### config.mk
export PLATFORM = sky130hd
export DESIGN_NAME = crack
export DESIGN_NICKNAME = d
export VERILOG_FILES = /design/src/rtl/crack_pkg.sv /design/src/rtl/crack_printable_chk.sv /design/src/rtl/crack.sv
export SDC_FILE = /design/constraint.sdc
export NUM_CORES = 1
export LEC_CHECK = 0
export CORE_ASPECT_RATIO = 1.25
export CORE_MARGIN = 2
export CORE_UTILIZATION = 50
export CTS_BUF_LIST = sky130_fd_sc_hd__clkbuf_2 sky130_fd_sc_hd__clkbuf_4 sky130_fd_sc_hd__clkbuf_8
export DETAILED_ROUTE_END_ITERATION = 7
export GPL_ROUTABILITY_DRIVEN = 1
export HOLD_SLACK_MARGIN = 0.05
export PLACE_DENSITY = 0.87
export SLEW_MARGIN = 0
export SYNTH_ARGS = -nofsm -noshare
export SYNTH_HDL_FRONTEND = slang
export SYNTH_SLANG_ARGS = --single-unit
### constraint.sdc
create_clock -name clk -period 2.7 [get_ports clk]
set_input_delay 0.54 -clock clk [delete_from_list [all_inputs] [get_ports clk]]
set_output_delay 0.54 -clock clk [all_outputs]
set_load 0.01 [all_outputs]
### src/rtl/crack_pkg.sv
// Shared types and constants for the crack key-search controller.
package crack_pkg;

  localparam int unsigned KEY_W  = 24;
  localparam int unsigned ADDR_W = 8;
  localparam int unsigned DATA_W = 8;
  localparam int unsigned IDX_W  = 9;

  localparam logic [DATA_W-1:0] PRINT_LO = 8'h20;
  localparam logic [DATA_W-1:0] PRINT_HI = 8'h7E;

  typedef logic [KEY_W-1:0] key_t;

  typedef enum logic [2:0] {
    S_IDLE,
    S_START,
    S_WAIT_BUSY,
    S_WAIT_DONE,
    S_RD_LEN,
    S_SCAN,
    S_NEXT,
    S_FOUND
  } crack_state_t;

endpackage

### src/rtl/crack_printable_chk.sv
// Combinational test: is a plaintext byte printable ASCII (0x20..0x7E)?
module printable_chk
  import crack_pkg::*;
(
  input  logic [DATA_W-1:0] data,
  output logic              printable_c
);

  assign printable_c = (data >= PRINT_LO) && (data <= PRINT_HI);

endmodule

### src/rtl/crack.sv
// Brute-force key search: drives arc4 per candidate key, then scans the
// length-prefixed plaintext for an all-printable message.
module crack
  import crack_pkg::*;
#(
  parameter key_t KEY_FIRST = 24'h000000,
  parameter key_t KEY_LAST  = 24'hFFFFFF
) (
  input  logic              clk,
  input  logic              rst_n,
  input  logic              en,
  output logic              rdy,
  output logic [KEY_W-1:0]  key,
  output logic              key_valid,
  output logic              a4_en,
  input  logic              a4_rdy,
  output logic [KEY_W-1:0]  a4_key,
  output logic [ADDR_W-1:0] chk_addr,
  input  logic [DATA_W-1:0] chk_rddata
);

  crack_state_t      state_q, state_d;
  logic              rdy_q, rdy_d;
  key_t              key_q, key_d;
  logic              key_valid_q, key_valid_d;
  logic              a4_en_q, a4_en_d;
  key_t              a4_key_q, a4_key_d;
  logic [ADDR_W-1:0] chk_addr_q, chk_addr_d;
  logic [IDX_W-1:0]  idx_q, idx_d;
  logic [IDX_W-1:0]  len_q, len_d;
  logic [IDX_W-1:0]  idx_ahead;
  logic              byte_ok_c;

  printable_chk u_printable_chk (
    .data        (chk_rddata),
    .printable_c (byte_ok_c)
  );

  // Address runs one byte ahead of the index so one byte is tested per cycle.
  assign idx_ahead = idx_q + IDX_W'(2);

  // State and output registers.
  always_ff @(posedge clk or negedge rst_n) begin
    if (!rst_n) begin
      state_q     <= S_IDLE;
      rdy_q       <= 1'b1;
      key_q       <= '0;
      key_valid_q <= 1'b0;
      a4_en_q     <= 1'b0;
      a4_key_q    <= '0;
      chk_addr_q  <= '0;
      idx_q       <= '0;
      len_q       <= '0;
    end else begin
      state_q     <= state_d;
      rdy_q       <= rdy_d;
      key_q       <= key_d;
      key_valid_q <= key_valid_d;
      a4_en_q     <= a4_en_d;
      a4_key_q    <= a4_key_d;
      chk_addr_q  <= chk_addr_d;
      idx_q       <= idx_d;
      len_q       <= len_d;
    end
  end

  // Next-state and next-output logic.
  always_comb begin
    state_d     = state_q;
    rdy_d       = rdy_q;
    key_d       = key_q;
    key_valid_d = key_valid_q;
    a4_en_d     = 1'b0;
    a4_key_d    = a4_key_q;
    chk_addr_d  = chk_addr_q;
    idx_d       = idx_q;
    len_d       = len_q;

    case (state_q)
      S_IDLE: begin
        if (en) begin
          a4_key_d    = KEY_FIRST;
          key_valid_d = 1'b0;
          rdy_d       = 1'b0;
          state_d     = S_START;
        end
      end
      S_START: begin
        chk_addr_d = '0;
        if (a4_rdy) begin
          a4_en_d = 1'b1;
          state_d = S_WAIT_BUSY;
        end
      end
      S_WAIT_BUSY: begin
        chk_addr_d = '0;
        if (!a4_rdy) begin
          state_d = S_WAIT_DONE;
        end
      end
      S_WAIT_DONE: begin
        // Length address is already on the bus; prefetch byte 1 on exit.
        chk_addr_d = '0;
        if (a4_rdy) begin
          chk_addr_d = ADDR_W'(1);
          state_d    = S_RD_LEN;
        end
      end
      S_RD_LEN: begin
        len_d = IDX_W'(chk_rddata);
        if (chk_rddata == '0) begin
          state_d = S_FOUND;
        end else begin
          idx_d = IDX_W'(1);
          if (chk_rddata >= DATA_W'(2)) begin
            chk_addr_d = ADDR_W'(2);
          end
          state_d = S_SCAN;
        end
      end
      S_SCAN: begin
        if (!byte_ok_c) begin
          state_d = S_NEXT;
        end else if (idx_q == len_q) begin
          state_d = S_FOUND;
        end else begin
          idx_d = idx_q + IDX_W'(1);
          // Never prefetch past the message end, so address 0 is not revisited.
          if (idx_ahead <= len_q) begin
            chk_addr_d = ADDR_W'(idx_ahead);
          end
        end
      end
      S_NEXT: begin
        if (a4_key_q == KEY_LAST) begin
          key_valid_d = 1'b0;
          rdy_d       = 1'b1;
          state_d     = S_IDLE;
        end else begin
          a4_key_d = a4_key_q + KEY_W'(1);
          state_d  = S_START;
        end
      end
      S_FOUND: begin
        key_d       = a4_key_q;
        key_valid_d = 1'b1;
        rdy_d       = 1'b1;
        state_d     = S_IDLE;
      end
      default: begin
        state_d = S_IDLE;
      end
    endcase
  end

  assign rdy       = rdy_q;
  assign key       = key_q;
  assign key_valid = key_valid_q;
  assign a4_en     = a4_en_q;
  assign a4_key    = a4_key_q;
  assign chk_addr  = chk_addr_q;

endmodule

==> run metrics <==
Power Density=763 mW/mm^2; drt initial violations=283; WP buf/inv=1; total vias in the final route=3545; Slowest cell on crit path=dfrtp_1; starting density of the core=0.520; min-delay worst type=in2async; Placed Area=0.00500 mm^2; # clock sinks=79; status=finished, final reports clean; sequential share of the synthesized area=0.483; Synth Instances=398; fraction of final layout cells with drive strength greater than 1=0.213; Max Root-Sink Buffers=2; Synth Register Bits=79; Leak=2.31 nW; EDFF count, synth=0; Synth cell types=59; Detail Route Antenna Nets=0; CP Data Arrival Time=2940 ps; Setup crit end kind=flip-flop; top_reg_cell synth=dfrtp_1; Final Setup Violations=0; Crit path max-delay family=simple AND/OR/NAND/NOR gates; clk_skew=7.97 ps; CP max stage delay=430 ps; crit path cell chain=ha_4, nand2_1, nor2_2, xnor2_1, inv_1, ha_4, and4_4, nand2_1, nor2_2, o211ai_1, a31oi_2, mux2_4; Synth async-reset ratio=1.00; commonest non-fill, non-tap cell in the layout=dfrtp_1; die width=85.0 um; WL final=10500 um; H-Tree Depth=3; fillers=586; startpoint types=flip-flop; DRT Pass-1 Iters=5; Storage cell area=0.00198 mm^2; pre-CTS setup slack=-25.6 ps; WHS=336 ps; Ys Warns=0; gr usage total=0.235; commonest cells after routing, fill and taps aside=dfrtp_1 (75), clkdlybuf4s50_1 (69), nor2_1 (33); worst slew margin relative to its limit=0.350; design area=0.00536 mm^2; final hold violations=0; ant diodes=0; hold buffer count at cts=0; vias in the first global route=3484; I/O pin count=71; Slew @ Worst Pin=975 ps; mapped cell area=0.00410 mm^2; Critical Path RT=2960 ps; Max-Cap Viols=0; Max Transition Viols Final=0; Skew-Pair Late Insertion Delay=370 ps; Reg clk slew, reported paths=80 ps; hpwl dp=7400 um; final setup margin=20.6 ps; Avg WL per Cell=17.8 um; height of the die=105 um; # DRC=0; # port buffers=70; worst-case vdd ir drop=0.639 mV; Post-Syn Nets=421; area grow syn2layout=30.8%; antenna violations before repair=0; CTS tree=yes; Avg Cell Area, Syn=10.3 um^2; final worst-path cycle share=0.992; die area=0.00894 mm^2; Rows=36; minimum clock period=2680 ps; DR vias/cell=6.02; Tot Pwr=4.09 mW; Max FO, Critical Path=4; core area=0.00788 mm^2; Routability Congestion=0.902; Fmax achieved=373 MHz; multi-input logic area=0.00208 mm^2; first-pass GRT wire length=16700 um; root buf cell=clkbuf_8; largest net degree at the start of global routing=80; gr ovfl total=0; Critical Setup Path Class=reg2reg; post-layout net count=512; CTS Buf Count=9
final cells by class:
cell class,instances,share of cell area
clock buffers,13,0.0322
clock inverters,3,0.00747
inverters,25,0.0175
multi-input cells,282,0.389
flip-flops and latches,79,0.370
well taps,95,0.0222
repair buffers,92,0.162
repair_timing:
item                       CTS  global route
setup endpoints to repair    2             8
pin swaps                    1             8
gates resized for setup      1            24
buffers inserted             0             3
where the power goes:
| part | total (mW) | internal, mW | switching [mW] |
|---|---|---|---|
| clock network | 0.937 | 0.510 | 0.427 |
| logic | 1.55 | 0.757 | 0.794 |
| registers | 1.61 | 1.41 | 0.194 |
stage by stage:
stage / TNS, ps / cells / utilization
floorplan: 0 / 398 / -
global placement: 0 / 570 / 0.634
detailed placement: -38.4 / 570 / 0.634
CTS: 0 / 586 / 0.662
global route: -484 / 589 / 0.680
finish: 0 / 589 / 0.680
kinds of logic after synthesis:
family	count (synthesis)	synth area share
simple gates	135	0.175
flops	79	0.483
compound gates	75	0.121
buf+inv	37	0.0372
mux	33	0.0904
xor+xnor	28	0.0598
fa+ha+maj	11	0.0336
synth_stat cells (6+ instances only):
master | number | area share
a21oi_1 | 18 | 0.022
dfrtp_1 | 78 | 0.48
ha_1 | 11 | 0.034
inv_1 | 25 | 0.023
mux2_2 | 32 | 0.088
nand2_1 | 27 | 0.025
nand3_1 | 21 | 0.026
nand4_1 | 9 | 0.014
nor2_1 | 36 | 0.033
nor3_1 | 10 | 0.012
o21ai_0 | 24 | 0.029
o22ai_1 | 6 | 0.0092
or3_1 | 8 | 0.012
xnor2_1 | 17 | 0.036
xor2_1 | 11 | 0.024
registers in the layout, indices dropped and copies added, names as in the netlist:
signal	count
a4_en	1
len_q	8
idx_q	9
key_valid	1
a4_key	24
rdy	1
chk_addr	8
key	24
state_q	3
metal layers:
metal / GRT usage / share of wire / vias up
li1: - / - / 1608
met1: 0.272 / 0.38 / 1742
met2: 0.402 / 0.52 / 158
met3: 0.0360 / 0.055 / 37
met4: 0.149 / 0.041 / 0
met5: 0 / 0 / -
worst paths after layout:
kind,to,from,slack (ps),depth (start not counted)
worst max-delay path,chk_addr[1]$_DFFE_PN0P_,idx_q[2]$_DFFE_PN0P_,20,12
worst min-delay path,key[23]$_DFFE_PN0P_,rst_n,340,1
worst max register to register,chk_addr[1]$_DFFE_PN0P_,idx_q[2]$_DFFE_PN0P_,20,12
worst min register to register,key[22]$_DFFE_PN0P_,key[22]$_DFFE_PN0P_,510,1
max in group asynchronous,idx_q[3]$_DFFE_PN0P_,rst_n,1700,1
min in group clk,key[22]$_DFFE_PN0P_,key[22]$_DFFE_PN0P_,510,1
(Power assumes the default switching activity.)
